--- config.mk ---
export PLATFORM = sky130hd
export DESIGN_NAME = ctrl_fsm_flat
export DESIGN_NICKNAME = d
export VERILOG_FILES = /design/src/rtl/ctrl_fsm_if.sv /design/src/rtl/ctrl_fsm.sv /design/src/flat_wrapper.sv
export SDC_FILE = /design/constraint.sdc
export NUM_CORES = 1
export LEC_CHECK = 0
export BUFFER_PORTS_ARGS = -buffer_cell sky130_fd_sc_hd__buf_4
export CORE_MARGIN = 3
export CORE_UTILIZATION = 35
export DETAILED_ROUTE_END_ITERATION = 16
export GPL_ROUTABILITY_DRIVEN = 1
export GPL_TIMING_DRIVEN = 1
export PLACE_DENSITY = 0.67
export SYNTH_ARGS = -nofsm -noshare
export SYNTH_HDL_FRONTEND = slang
export SYNTH_SLANG_ARGS = --single-unit
--- constraint.sdc ---
create_clock -name clk -period 3.5 [get_ports clk]
set_clock_uncertainty 0.15 [all_clocks]
set_input_delay 0.525 -clock clk [delete_from_list [all_inputs] [get_ports clk]]
set_output_delay 0.525 -clock clk [all_outputs]
set_load 0.005 [all_outputs]
--- src/rtl/ctrl_fsm_if.sv ---
// ctrl_fsm_if: fetch/memory handshake and PC-stage control bundle for ctrl_fsm
interface ctrl_fsm_if #(parameter int DATA_W = 16);
  logic [DATA_W-1:0] instr;
  logic [DATA_W-1:0] ir;
  logic [DATA_W-1:0] branch_disp;
  logic              instr_valid;
  logic              mem_rdy;
  logic [4:0]        flags;
  logic              instr_req;
  logic              PCe;
  logic [1:0]        PCsrc;
  logic              rf_we;
  logic              link_sel;
  logic              mem_req;
  logic              mem_we;
  logic [2:0]        state;
  modport master(
    input  instr, instr_valid, mem_rdy, flags,
    output instr_req, ir, PCe, PCsrc, branch_disp, rf_we, link_sel, mem_req, mem_we, state
  );
  modport slave(
    output instr, instr_valid, mem_rdy, flags,
    input  instr_req, ir, PCe, PCsrc, branch_disp, rf_we, link_sel, mem_req, mem_we, state
  );
endinterface

--- src/rtl/ctrl_fsm.sv ---
// ctrl_fsm: multicycle fetch/decode/exec/mem sequencer driving the PC stage, register file and data memory
module ctrl_fsm #(parameter int DATA_W = 16) (
  input logic        clk,
  input logic        rst,
  ctrl_fsm_if.master b
);
  typedef enum logic [2:0] {FETCH = 3'd0, DECODE = 3'd1, EXEC = 3'd2, MEM = 3'd3} state_t;
  state_t            st;
  logic [DATA_W-1:0] ir;
  logic [3:0]        op, cnd, ext;
  logic              is_b, is_j, is_jal, is_ld, is_st, is_cmp, is_alu, base, ok, ex, mm;
  assign op  = ir[15:12];
  assign cnd = ir[11:8];
  assign ext = ir[7:4];
  always_comb begin
    is_b   = op == 4'b1100;
    is_j   = op == 4'b0100 && ext == 4'b1100;
    is_jal = op == 4'b0100 && ext == 4'b1000;
    is_ld  = op == 4'b0100 && ext == 4'b0000;
    is_st  = op == 4'b0100 && ext == 4'b0100;
    is_cmp = (op == 4'b0000 && ext == 4'b1011) || op == 4'b1011;
    is_alu = !(is_b || is_j || is_jal || is_ld || is_st);
  end
  // odd condition codes are the complement of the preceding even one; 1110/1111 are always/never
  always_comb begin
    base = 1'b1;
    case (cnd[3:1])
      3'd0: base = b.flags[1];
      3'd1: base = b.flags[4];
      3'd2: base = b.flags[3];
      3'd3: base = b.flags[0];
      3'd4: base = b.flags[2];
      3'd5: base = !b.flags[3] && !b.flags[1];
      3'd6: base = !b.flags[0] && !b.flags[1];
      default: base = 1'b1;
    endcase
    ok = base ^ cnd[0];
  end
  always_ff @(posedge clk or negedge rst) begin
    if (!rst) begin
      st <= FETCH;
      ir <= '0;
    end else begin
      case (st)
        FETCH: if (b.instr_valid) begin
          ir <= b.instr;
          st <= DECODE;
        end
        DECODE: st <= EXEC;
        EXEC:   st <= (is_ld || is_st) ? MEM : FETCH;
        MEM:    st <= b.mem_rdy ? FETCH : MEM;
        default: st <= FETCH;
      endcase
    end
  end
  assign ex            = st == EXEC;
  assign mm            = st == MEM;
  assign b.state       = st;
  assign b.ir          = ir;
  assign b.branch_disp = {{(DATA_W-8){ir[7]}}, ir[7:0]};
  assign b.instr_req   = st == FETCH;
  assign b.PCe         = (ex && !(is_ld || is_st)) || (mm && b.mem_rdy);
  assign b.PCsrc       = !ex ? 2'b00 : (is_b && ok) ? 2'b01 : ((is_j && ok) || is_jal) ? 2'b10 : 2'b00;
  assign b.rf_we       = (ex && ((is_alu && !is_cmp) || is_jal)) || (mm && b.mem_rdy && is_ld);
  assign b.link_sel    = ex && is_jal;
  assign b.mem_req     = mm;
  assign b.mem_we      = mm && is_st;
endmodule

--- src/flat_wrapper.sv ---
// flat-port wrapper written by rule: the top's interface ports become plain ports
module ctrl_fsm_flat 
#(parameter int DATA_W = 16)
  (clk, rst, b_instr, b_instr_valid, b_mem_rdy, b_flags, b_instr_req, b_ir, b_PCe, b_PCsrc, b_branch_disp, b_rf_we, b_link_sel, b_mem_req, b_mem_we, b_state);
  ctrl_fsm_if #(.DATA_W(DATA_W)) b_i ();
  input logic clk;
  input logic rst;
  input wire logic [$bits(b_i.instr)-1:0] b_instr;
  input wire logic [$bits(b_i.instr_valid)-1:0] b_instr_valid;
  input wire logic [$bits(b_i.mem_rdy)-1:0] b_mem_rdy;
  input wire logic [$bits(b_i.flags)-1:0] b_flags;
  output wire logic [$bits(b_i.instr_req)-1:0] b_instr_req;
  output wire logic [$bits(b_i.ir)-1:0] b_ir;
  output wire logic [$bits(b_i.PCe)-1:0] b_PCe;
  output wire logic [$bits(b_i.PCsrc)-1:0] b_PCsrc;
  output wire logic [$bits(b_i.branch_disp)-1:0] b_branch_disp;
  output wire logic [$bits(b_i.rf_we)-1:0] b_rf_we;
  output wire logic [$bits(b_i.link_sel)-1:0] b_link_sel;
  output wire logic [$bits(b_i.mem_req)-1:0] b_mem_req;
  output wire logic [$bits(b_i.mem_we)-1:0] b_mem_we;
  output wire logic [$bits(b_i.state)-1:0] b_state;
  assign b_i.instr = b_instr;
  assign b_i.instr_valid = b_instr_valid;
  assign b_i.mem_rdy = b_mem_rdy;
  assign b_i.flags = b_flags;
  assign b_instr_req = b_i.instr_req;
  assign b_ir = b_i.ir;
  assign b_PCe = b_i.PCe;
  assign b_PCsrc = b_i.PCsrc;
  assign b_branch_disp = b_i.branch_disp;
  assign b_rf_we = b_i.rf_we;
  assign b_link_sel = b_i.link_sel;
  assign b_mem_req = b_i.mem_req;
  assign b_mem_we = b_i.mem_we;
  assign b_state = b_i.state;
  ctrl_fsm #(.DATA_W(DATA_W)) u_core (.clk(clk), .rst(rst), .b(b_i));
endmodule
# == Word level (Yosys, flattened, before mapping) ==
# Cells that the tools add are included.
# classes
add_sub_neg,0
n_mul,0
n_div,0
order_cmp,0
eq_ne,17
shifts,0
n_mux,8
n_bitwise,1
n_reduce_logical,37
# ops
cell,n
equality test 4 bit (second input constant),5
logical AND 1 bit,16
equality test 3 x 2 -> 1 bit (second input constant),4
one-hot mux 3 bit (4 select lines),1
logical OR 1 bit,10
two-way mux 2 bit,5
equality test 3 bit (second input constant),3
equality test 4 x 3 -> 1 bit (second input constant),2
zero test 4 bit,2
one-hot mux 1 bit (7 select lines),1
equality test 3 x 1 -> 1 bit (second input constant),2
zero test 1 bit,6
zero test 3 bit,2
two-way mux 3 bit,1
inequality test 2 bit (second input constant),1
AND reduction 2 bit,1
bitwise XOR 1 bit,1
# word_totals
ff_bits,19
latchBits,0
ram_bits,0
romBits,0
inputBits,25
out_inout_bits,43
wordCells,65
n_memories,0

# == Logic depth before layout (Yosys ltp) ==
# logic_depth
word_depth,11
mapped_depth,5
ltp_nobuf,4

# == Worst setup path before layout ==
# Ideal clock, no wire load.
# synth_path
path_kind,reg2out
start,register u_core.ir[10] (netlist: u_core.b.ir[10])
end,output port b_PCsrc[1]
arrival_ns,1.387
t_required_ns,2.825
setup_slack_ns,1.438
path_stages_with_launch,6
n_path_buf,1
path_cell_list,dfrtp_1 > buf_6 > mux2_4 > o221a_1 > nor4_1 > nor3_1
# synth_between
elab_chain_cells,8
word_cells_on_any_way,15
cone_classes,eq/ne: 6; mux: 4; bitwise: 1; reduce/logical: 4
# synth_lines
item,line_no,text
from (decl),ctrl_fsm.sv:9,logic [DATA_W-1:0] ir;
from (signal assigned),ctrl_fsm.sv:46,ir <= b.instr;
equality test 3 bit (tied with other cells),ctrl_fsm.sv:27,case (cnd[3:1])
one-hot mux 1 bit (7 select lines) (*),ctrl_fsm.sv:27,
bitwise XOR 1 bit (*),ctrl_fsm.sv:37,ok = base ^ cnd[0];
logical AND 1 bit,ctrl_fsm.sv:63,assign b.PCsrc = !ex ? 2'b00 : (is_b && ok) ? 2'b01 : ((is_j && ok) || is_jal) ? 2'b10 : 2'b00;
logical OR 1 bit,ctrl_fsm.sv:63,
two-way mux 2 bit,ctrl_fsm.sv:63,
two-way mux 2 bit (*) (2 in a row),ctrl_fsm.sv:63,
to (decl),flat_wrapper.sv:15,output wire logic [$bits(b_i.PCsrc)-1:0] b_PCsrc;
# Every way passes the cells marked *; elsewhere a longest branch is shown, timed or not.

# == Final worst setup path ==
# layout_path
start,register u_core.ir[10] (netlist: u_core.b.ir[10])
end,output port b_PCsrc[0]
# layout_between
elab_chain_cells,6
word_cells_on_any_way,12
cone_classes,eq/ne: 6; mux: 3; bitwise: 1; reduce/logical: 2
# layout_lines
item,line_no
equality test 3 bit (tied with other cells),ctrl_fsm.sv:27
one-hot mux 1 bit (7 select lines) (*),ctrl_fsm.sv:27
bitwise XOR 1 bit (*),ctrl_fsm.sv:37
logical AND 1 bit (*),ctrl_fsm.sv:63
two-way mux 2 bit (*) (2 in a row),ctrl_fsm.sv:63
# Marked as above.

==> results.json <==
{
  "outcome": "finished clean",
  "rows": 19,
  "fin_crit_ns": 2.68,
  "syn_nets": 133,
  "p_clk_share_pct": 9.9,
  "fillers": 272,
  "synth.distinct_cells": 37,
  "fmax_mhz": 373,
  "drv_slew": 0,
  "cts_buffer_depth": 2,
  "hold_ws_ns": 0.277,
  "finalCritPeriodShare_pct": 76.5,
  "cts_buffers": 3,
  "drive_gt1_share_pct": 55.7,
  "vias": 1001,
  "antenna_found_initial": 0,
  "hp-class": "input pin to register",
  "p_seq_share_pct": 37.0,
  "io-pin-count": 68,
  "fp.coreArea_um2": 2880,
  "postRouteAntennaNets": 0,
  "cts_tree": "built",
  "wl_met3_um": 229,
  "place.gp.congestion": 1.01,
  "synth_seq_cells": 18,
  "syn_inst": 108,
  "areaGrowthSynthToFinish_pct": 39.9,
  "finalNetCount": 184,
  "tightestPinTransition_ns": 0.765,
  "crit_required_ns": 2.82,
  "critPathCaptureType": "primary output",
  "dieArea_um2": 3870,
  "async_reset_ff_share_pct": 100,
  "rsz0062_at_grt": "no",
  "worstPathMaxFanout": 8,
  "root_buffer": "clkbuf_4",
  "initial_core_util_pct": 38.5,
  "grt-ovfl-total": 0,
  "synth.yosys.warnings": 0,
  "crit_type": "register to primary output",
  "worst_slack_ns": 0.822,
  "place_hpwl_mm": 2.20,
  "pre_cts_ws_ns": 1.08,
  "powerDensity_nw_per_um2": 842,
  "p_int_uw": 814,
  "synthFlopType": "dfrtp_1",
  "die_h_um": 62.2,
  "worstSetupStartpointType": "register",
  "synth_area_leaders": "dfrtp_1 (41%), mux2_2 (13%), buf_4 (12%), nor2_1 (2.7%), nand2_1 (2.0%)",
  "die_w_um": 62.2,
  "io_buffer_count": 66,
  "setup_viol": 0,
  "highest_layer": "met4",
  "wl_met1_mm": 1.14,
  "synth.avg_cell_area_um2": 10.2,
  "track_usage_pct": 14.2,
  "synth_enable_flop_cells": 0,
  "fin_setup_tns_ns": 0,
  "diodes": 0,
  "synth_top_area_share_pct": 40.7,
  "power_frac_comb_pct": 53.1,
  "power_leakage_nw": 0.748,
  "final_util_pct": 53.8,
  "grt_pass1_wl_mm": 4.54,
  "grt_pass1_vias": 984,
  "maxCapViolations": 0,
  "dr_wl_met2_mm": 1.37,
  "grt_max_degree": 21,
  "clk_pin_slew_worst_paths_ns": 0.10,
  "synth.largest_area_cell": "dfrtp_1",
  "drtPass1Iterations": 4,
  "syn_area_um2": 1110,
  "cp.arrival_ns": 2.00,
  "cts_max_level": 1,
  "power.total_mw": 1.30,
  "seq_area_frac_synth_pct": 40.7,
  "via_per_inst": 5.01,
  "max_slew_margin_pct": 49.0,
  "drtIter0Drc": 20,
  "swShare_pct": 37.5,
  "post_cts_resized": 0,
  "p_sw_uw": 489,
  "hold_violations": 0,
  "drc": 0,
  "finalWirelength_mm": 2.77,
  "cts_sinks": 18,
  "wire_per_inst_um": 13.9,
  "insertion_delay_ns": 0.29,
  "irDropWorstVdd_mv": 0.473
}
synth_stat cells (2+ instances only):
cell     number
nand4_1       2
nor2_1        8
nor4_1        2
mux2i_1       2
and2_1        2
a31oi_1       2
mux2_2       13
buf_2         2
dfrtp_1      18
nor3_1        3
o21ai_0       4
buf_4        17
inv_1         4
nand2_1       6
cell type report:
cell class                 count  area, um2  area share [%]
multi-input combinational     65        488            31.5
sequential                    18        450            29.1
inverter                       4       15.0           0.970
timing repair buffer          67        505            32.7
tap                           42       52.6            3.40
clock buffer                   4       36.3            2.34
power groups by stage:
| stage | combinational, mW | clock, mW | sequential, mW |
|---|---|---|---|
| global placement | 0.683 | 0 | 0.476 |
| global route | 0.758 | 0.139 | 0.512 |
| CTS | 0.703 | 0.134 | 0.482 |
| finish | 0.692 | 0.129 | 0.483 |
| detailed placement | 0.698 | 0 | 0.485 |
| floorplan | 0.452 | 0 | 0.442 |
critical path: stages, from the launching register on:
cell and delay [ns]:
dfrtp_1 0.52, mux2_4 0.34, o221a_1 0.26, nor4_1 0.33, nor3_1 0.11, buf_4 0.15
cells by family (layout without fill, tap and decap cells):
logic type | after synthesis | in the layout | synth area share [%]
flops | 18 | 18 | 40.7
mux | 16 | 16 | 16.4
compound gates | 15 | 15 | 10.1
simple gates | 33 | 33 | 17.3
buf+inv | 25 | 75 | 15.2
other cells | 1 | 1 | 0.339
sequential cells by signal, summed over array words and instances, names as in the netlist:
signal          flops
u_core.b.ir        16
u_core.b.state      2
timing repair:
item / 4_1_cts / 5_1_grt
endpoints found under the setup margin: 0 / 0
hold buffers: 1 / 0
endpoints found under the hold margin: 18 / 0
buffers inserted: 0 / 0
path summary, 6_finish.rpt:
path / from / to / slack [ns] / cells after the start
worst max-delay path: u_core.b.ir[10] / b_PCsrc[0] / 0.82 / 5
worst min register to register: u_core.b.ir[0] / u_core.b.ir[0] / 0.40 / 1
worst max register to register: u_core.b.state[0] / u_core.b.ir[11] / 1.52 / 3
min in group asynchronous: rst / u_core.b.ir[10] / 0.47 / 2
worst min-delay path: b_instr[8] / u_core.b.ir[8] / 0.28 / 3
max in group asynchronous: rst / u_core.b.ir[6] / 2.54 / 2
through the flow:
step                      cell area [um2]  instances
after floorplan                      1110        108
after global placement               1500        195
after detailed placement             1500        195
after CTS                            1550        200
after global routing                 1550        200
final                                1550        200
cell usage in the layout, fill, tap and decap left out, drive strengths merged, types with 2 or more instances in the layout:
cell type  instances
buf               66
dfrtp             18
mux2              14
nor2               8
nand2              6
inv                4
o21ai              4
clkbuf             4
nor3               3
and2               2
a31oi              2
mux2i              2
nor4               2
nand4              2
nand2b             2
metal layers:
layer | track usage (%) | vias to the layer above
met5 | 0 | -
met4 | 4.97 | 0
met3 | 4.14 | 4
met2 | 24.2 | 50
met1 | 17.1 | 476
li1 | - | 471
Power figures use the tool's default switching activity.
